**src/rtl/uart_cmd_parser.sv**
```systemverilog
// +-----------------------------------------------------------------------------+
// | uart_cmd_parser: framed read/write register-access parser between the UART |
// | FIFOs and a simple register bus. Optional macro: CMD_TIMEOUT_EN.           |
// | Revision: 1.0                                                               |
// +-----------------------------------------------------------------------------+
`default_nettype none

module uart_cmd_parser #(
  parameter logic [7:0] SYNC_BYTE      = 8'hA5,
  parameter logic [7:0] ACK_BYTE       = 8'h06,
  parameter logic [7:0] NAK_BYTE       = 8'h15,
  parameter int         TIMEOUT_CYCLES = 1_000_000
) (
  input  logic       clk,
  input  logic       reset,
  input  logic       rx_empty,
  input  logic [7:0] r_data,
  output logic       rd_uart,
  input  logic       tx_full,
  output logic [7:0] w_data,
  output logic       wr_uart,
  output logic [7:0] reg_addr,
  output logic [7:0] reg_wdata,
  output logic       reg_we,
  output logic       reg_re,
  input  logic [7:0] reg_rdata
);

  localparam logic [7:0] CMD_WR = 8'h01;
  localparam logic [7:0] CMD_RD = 8'h02;

  typedef enum logic [2:0] {
    S_IDLE   = 3'd0,
    S_CMD    = 3'd1,
    S_ADDR   = 3'd2,
    S_DATA   = 3'd3,
    S_CHK    = 3'd4,
    S_EXEC   = 3'd5,
    S_RDWAIT = 3'd6,
    S_RESP   = 3'd7
  } state_t;

  state_t     state;
  logic [7:0] cmd;
  logic [7:0] addr;
  logic [7:0] data;
  logic [7:0] resp_next;
  logic       resp_two;
  logic       rx_state;
  logic       in_frame;
  logic       take;
  logic       push;
  logic       timed_out;
  logic [7:0] chk_exp;

  assign rx_state = (state == S_IDLE) || (state == S_CMD) || (state == S_ADDR) ||
                    (state == S_DATA) || (state == S_CHK);
  assign in_frame = rx_state && (state != S_IDLE);

  // FIFO handshakes are decoded from state so a pop/push lands in the same cycle
  // the byte is captured/offered; gating with reset keeps them low during reset.
  assign take    = reset && rx_state && !rx_empty;
  assign push    = reset && (state == S_RESP) && !tx_full;
  assign rd_uart = take;
  assign wr_uart = push;

  assign chk_exp = cmd ^ addr ^ ((cmd == CMD_WR) ? data : 8'h00);

`ifdef CMD_TIMEOUT_EN
  localparam int TO_W = (TIMEOUT_CYCLES > 2) ? $clog2(TIMEOUT_CYCLES) : 1;
  localparam logic [TO_W-1:0] TO_LAST = TO_W'(TIMEOUT_CYCLES - 1);

  logic [TO_W-1:0] to_cnt;

  assign timed_out = in_frame && !take && (to_cnt == TO_LAST);

  always_ff @(posedge clk or negedge reset) begin
    if (!reset) begin
      to_cnt <= '0;
    end else if (!in_frame || take || timed_out) begin
      to_cnt <= '0;
    end else begin
      to_cnt <= to_cnt + 1'b1;
    end
  end
`else
  assign timed_out = 1'b0;
`endif

  always_ff @(posedge clk or negedge reset) begin
    if (!reset) begin
      state     <= S_IDLE;
      cmd       <= 8'h00;
      addr      <= 8'h00;
      data      <= 8'h00;
      resp_next <= 8'h00;
      resp_two  <= 1'b0;
      w_data    <= 8'h00;
      reg_addr  <= 8'h00;
      reg_wdata <= 8'h00;
      reg_we    <= 1'b0;
      reg_re    <= 1'b0;
    end else begin
      reg_we <= 1'b0;
      reg_re <= 1'b0;
      if (timed_out) begin
        state <= S_IDLE;
      end else begin
        case (state)
          S_IDLE: begin
            if (take && (r_data == SYNC_BYTE)) state <= S_CMD;
          end
          S_CMD: begin
            if (take) begin
              cmd <= r_data;
              if ((r_data == CMD_WR) || (r_data == CMD_RD)) begin
                state <= S_ADDR;
              end else begin
                w_data   <= NAK_BYTE;
                resp_two <= 1'b0;
                state    <= S_RESP;
              end
            end
          end
          S_ADDR: begin
            if (take) begin
              addr  <= r_data;
              state <= (cmd == CMD_WR) ? S_DATA : S_CHK;
            end
          end
          S_DATA: begin
            if (take) begin
              data  <= r_data;
              state <= S_CHK;
            end
          end
          S_CHK: begin
            if (take) begin
              if (r_data == chk_exp) begin
                reg_addr <= addr;
                if (cmd == CMD_WR) begin
                  reg_wdata <= data;
                  reg_we    <= 1'b1;
                end else begin
                  reg_re <= 1'b1;
                end
                state <= S_EXEC;
              end else begin
                w_data   <= NAK_BYTE;
                resp_two <= 1'b0;
                state    <= S_RESP;
              end
            end
          end
          S_EXEC: begin
            if (cmd == CMD_WR) begin
              w_data   <= ACK_BYTE;
              resp_two <= 1'b0;
              state    <= S_RESP;
            end else begin
              state <= S_RDWAIT;
            end
          end
          S_RDWAIT: begin
            w_data    <= ACK_BYTE;
            resp_next <= reg_rdata;
            resp_two  <= 1'b1;
            state     <= S_RESP;
          end
          S_RESP: begin
            if (push) begin
              if (resp_two) begin
                w_data   <= resp_next;
                resp_two <= 1'b0;
              end else begin
                state <= S_IDLE;
              end
            end
          end
          default: state <= S_IDLE;
        endcase
      end
    end
  end

endmodule

`default_nettype wire

```
**config.mk**
```make
export PLATFORM = sky130hd
export DESIGN_NAME = uart_cmd_parser
export DESIGN_NICKNAME = d
export VERILOG_FILES = /design/src/rtl/uart_cmd_parser.sv
export SDC_FILE = /design/constraint.sdc
export NUM_CORES = 1
export LEC_CHECK = 0
export ABC_AREA = 1
export CORE_MARGIN = 8
export CORE_UTILIZATION = 56
export CTS_BUF_LIST = sky130_fd_sc_hd__clkbuf_8
export DETAILED_ROUTE_END_ITERATION = 8
export HOLD_SLACK_MARGIN = 0.03
export PLACE_DENSITY_LB_ADDON = 0.05
export SKIP_CTS_REPAIR_TIMING = 1
export SYNTH_ARGS = -nofsm -noshare
export SYNTH_HDL_FRONTEND = slang
export SYNTH_SLANG_ARGS = --single-unit
```
**constraint.sdc**
```tcl
create_clock -name clk -period 2.1 [get_ports clk]
set_input_delay 0.42 -clock clk [delete_from_list [all_inputs] [get_ports clk]]
set_output_delay 0.42 -clock clk [all_outputs]
set_load 0.01 [all_outputs]
```
==> impl_results.md <==
- Post-DP Area: roughly 0.0040 sq mm
- Die Wd: between 90 and 100 um
- First-pass GRT wire length: 12.9 mm
- Vias in the first global route: 2,740
- CP Class: register to register
- Initial DRT Pass Iterations: 5
- Slew @ Worst Pin: 0.762 ns
- Ports: 48
- Slew Limit Fails: 0
- Synthesized flop and latch total: 62
- Final #Nets: 530
- Worst Hold Class: input port to async pin
- Commonest cells after routing, fill and taps aside: 152 x nand2_1, 61 x dfrtp_1, 44 x clkdlybuf4s50_1
- Reg2Reg Setup Slack: about 0.09 ns
- Reg clk slew, reported paths: ~0.070 ns
- Antenna Cells: 0
- Hpwl dp: roughly 5.8 mm
- Peak VDD IR: 927 uV
- Final worst path period share: 95.8%
- Grt ovf: 0
- Initial Util: around 57%
- Mapped Area: 0.00334 sq mm
- Unique masters post-synth: 29
- Vias/cell: a little over 5
- Cell taking the most area after synthesis: dfrtp_1
- Synth top area share: between 40% and 50%
- Tot GR Track Use: between 10% and 20%
- Power Density: roughly 1300 mW/mm^2
- CTS buffer count: 9
- Minimum clock period: 2.01 ns
- H-Tree Depth: 3
- Worst EP arrival: 2.24 ns
- Largest net degree at the start of global routing: 63
- Final setup violation count: 0
- Sequential area share after synthesis: 46.5%
- 1st-iter DRT viols: roughly 180
- Layout cell share with drive strength beyond 1: 25.4%
- Final-report hold violation count: 0
- Post-synthesis net count: roughly 440
- Final hold slack: about 0.29 ns
- Avg Inst Size Synth: ~8 sq um
- Synth-to-Final Area Change: 36.1%
- MaxCap Viol Count: 0
- Root buffer cell: clkbuf_8
- Routed WL: about 8.4 mm
- Critical path startpoint category: register
- Synth area leaders: dfrtp_1 46%, nand2_1 18%, inv_1 5.2%
- # clock sinks: slightly above 60
- FMAX: between 0.4 and 0.5 GHz
- Overall power: between 6000 and 7000 uW
- # port buffers: between 40 and 50
- Clock Path Buffers: 2
- Yosys warnings: 0
- Final Cell Area: around 0.0045 sq mm
- Die height: around 93 um
- Crit path launch: cmd[6]
- Fillers: about 400
- Gpl congestion: 0.880
- WP data required: about 2.3 ns
- Post-DRT Antenna Nets: 0
- Unrepaired setup endpoints after global routing: yes
- Reg2Reg Launch Point: cmd[6]
- CORE AREA: between 0.005 and 0.006 sq mm
- DRC Markers: 0
- Row Count: 28
- Outcome: finished clean
- CTS tree: built
- Initial antenna violation count: 0
- Mapped Cells: roughly 420
- Leak: roughly 0.0023 uW
- Clock Latency Late Sink: about 0.34 ns
- Area of the die: ~0.0087 sq mm
- Vias post-DR: just over 3,000
- Critical Path Sink Type: register
- Worst relative slew slack: about half
- Wire per inst: roughly 14 um
- CP max FO: 5
- Commonest non-fill, non-tap cell in the layout: nand2_1
- Setup Skew: roughly 0.006 ns
[flip-flops by register name, indices dropped and copies added, names as in the netlist]
name,cells
addr,8
cmd,8
data,8
reg_addr,8
reg_wdata,8
resp_next,8
w_data,8
state,3
reg_re,1
reg_we,1
resp_two,1
[report_power, final]
part | switching, uW | total (uW) | leakage [uW] | internal [uW]
logic | 1680 | 2710 | 0.00137 | 1030
clock network | 468 | 1490 | 0.000143 | 1020
registers | 293 | 1880 | 0.000796 | 1590
[synthesized netlist by cell type (all sizes together)]
master  instances
buf             3
inv            55
nor3            5
nand2         165
nand4          13
o22ai           1
nor2           26
dfrtp          62
clkbuf          4
nor4            1
xor2            1
o21ai          52
nand3          25
and3            1
a21oi           3
[routing by layer]
| layer | global-route usage, % | wire, um |
|---|---|---|
| met4 | 7.65 | 112 |
| met5 | 0 | 0 |
| met3 | 4.33 | 609 |
| met1 | 25.9 | 3730 |
| met2 | 27.3 | 3930 |
[cell type report]
type,count,area (sq um),share of cell area (%)
timing repair buffer,89,846,18.6
multi-input combinational,293,1560,34.3
sequential,62,1550,34.2
clock inverter,7,160,3.52
tap,75,93.8,2.06
inverter,55,209,4.60
clock buffer,9,124,2.73
[kinds of logic after synthesis]
logic type | after synthesis | share of synthesized area (%)
AOI/OAI and AO/OA | 56 | 10.6
buffers and inverters | 62 | 7.91
xor gates and xnor gates | 1 | 0.262
and+or+nand+nor | 236 | 34.8
DFF | 62 | 46.5
[critical path, cell delays in order, from the launching register on]
cell       delay, ns
dfrtp_1         0.40
inv_2           0.09
nand2_2         0.08
nor2_4          0.19
nand3_2         0.11
nand2_1         0.08
inv_1           0.05
nor2_2          0.15
nand2_2         0.09
nor2_4          0.18
nand4_4         0.16
clkbuf_16       0.20
nand2_1         0.06
o21ai_2         0.05
[metrics by stage]
| stage | setup WS [ns] | utilization (%) | instances | setup TNS (ns) |
|---|---|---|---|---|
| after detailed placement | -0.173 | 69.2 | 558 | -3.18 |
| after global placement | -0.138 | 69.2 | 558 | -2.55 |
| after CTS | -0.195 | 74.1 | 574 | -0.384 |
| after global routing | -0.0488 | 77.7 | 590 | -0.321 |
| after floorplan | 0.351 | - | 417 | 0 |
| final | 0.0889 | 77.7 | 590 | 0 |
[worst paths after layout]
| kind | endpoint | cells after the start |
|---|---|---|
| setup / recovery | reg_addr[2] | 13 |
| hold / removal | reg_addr[7] | 2 |
| setup reg to reg | reg_addr[2] | 13 |
| hold reg to reg | w_data[1] | 2 |
| max in group asynchronous | state[0] | 2 |
| min in group clk | w_data[1] | 2 |
Power figures use the tool's default switching activity.
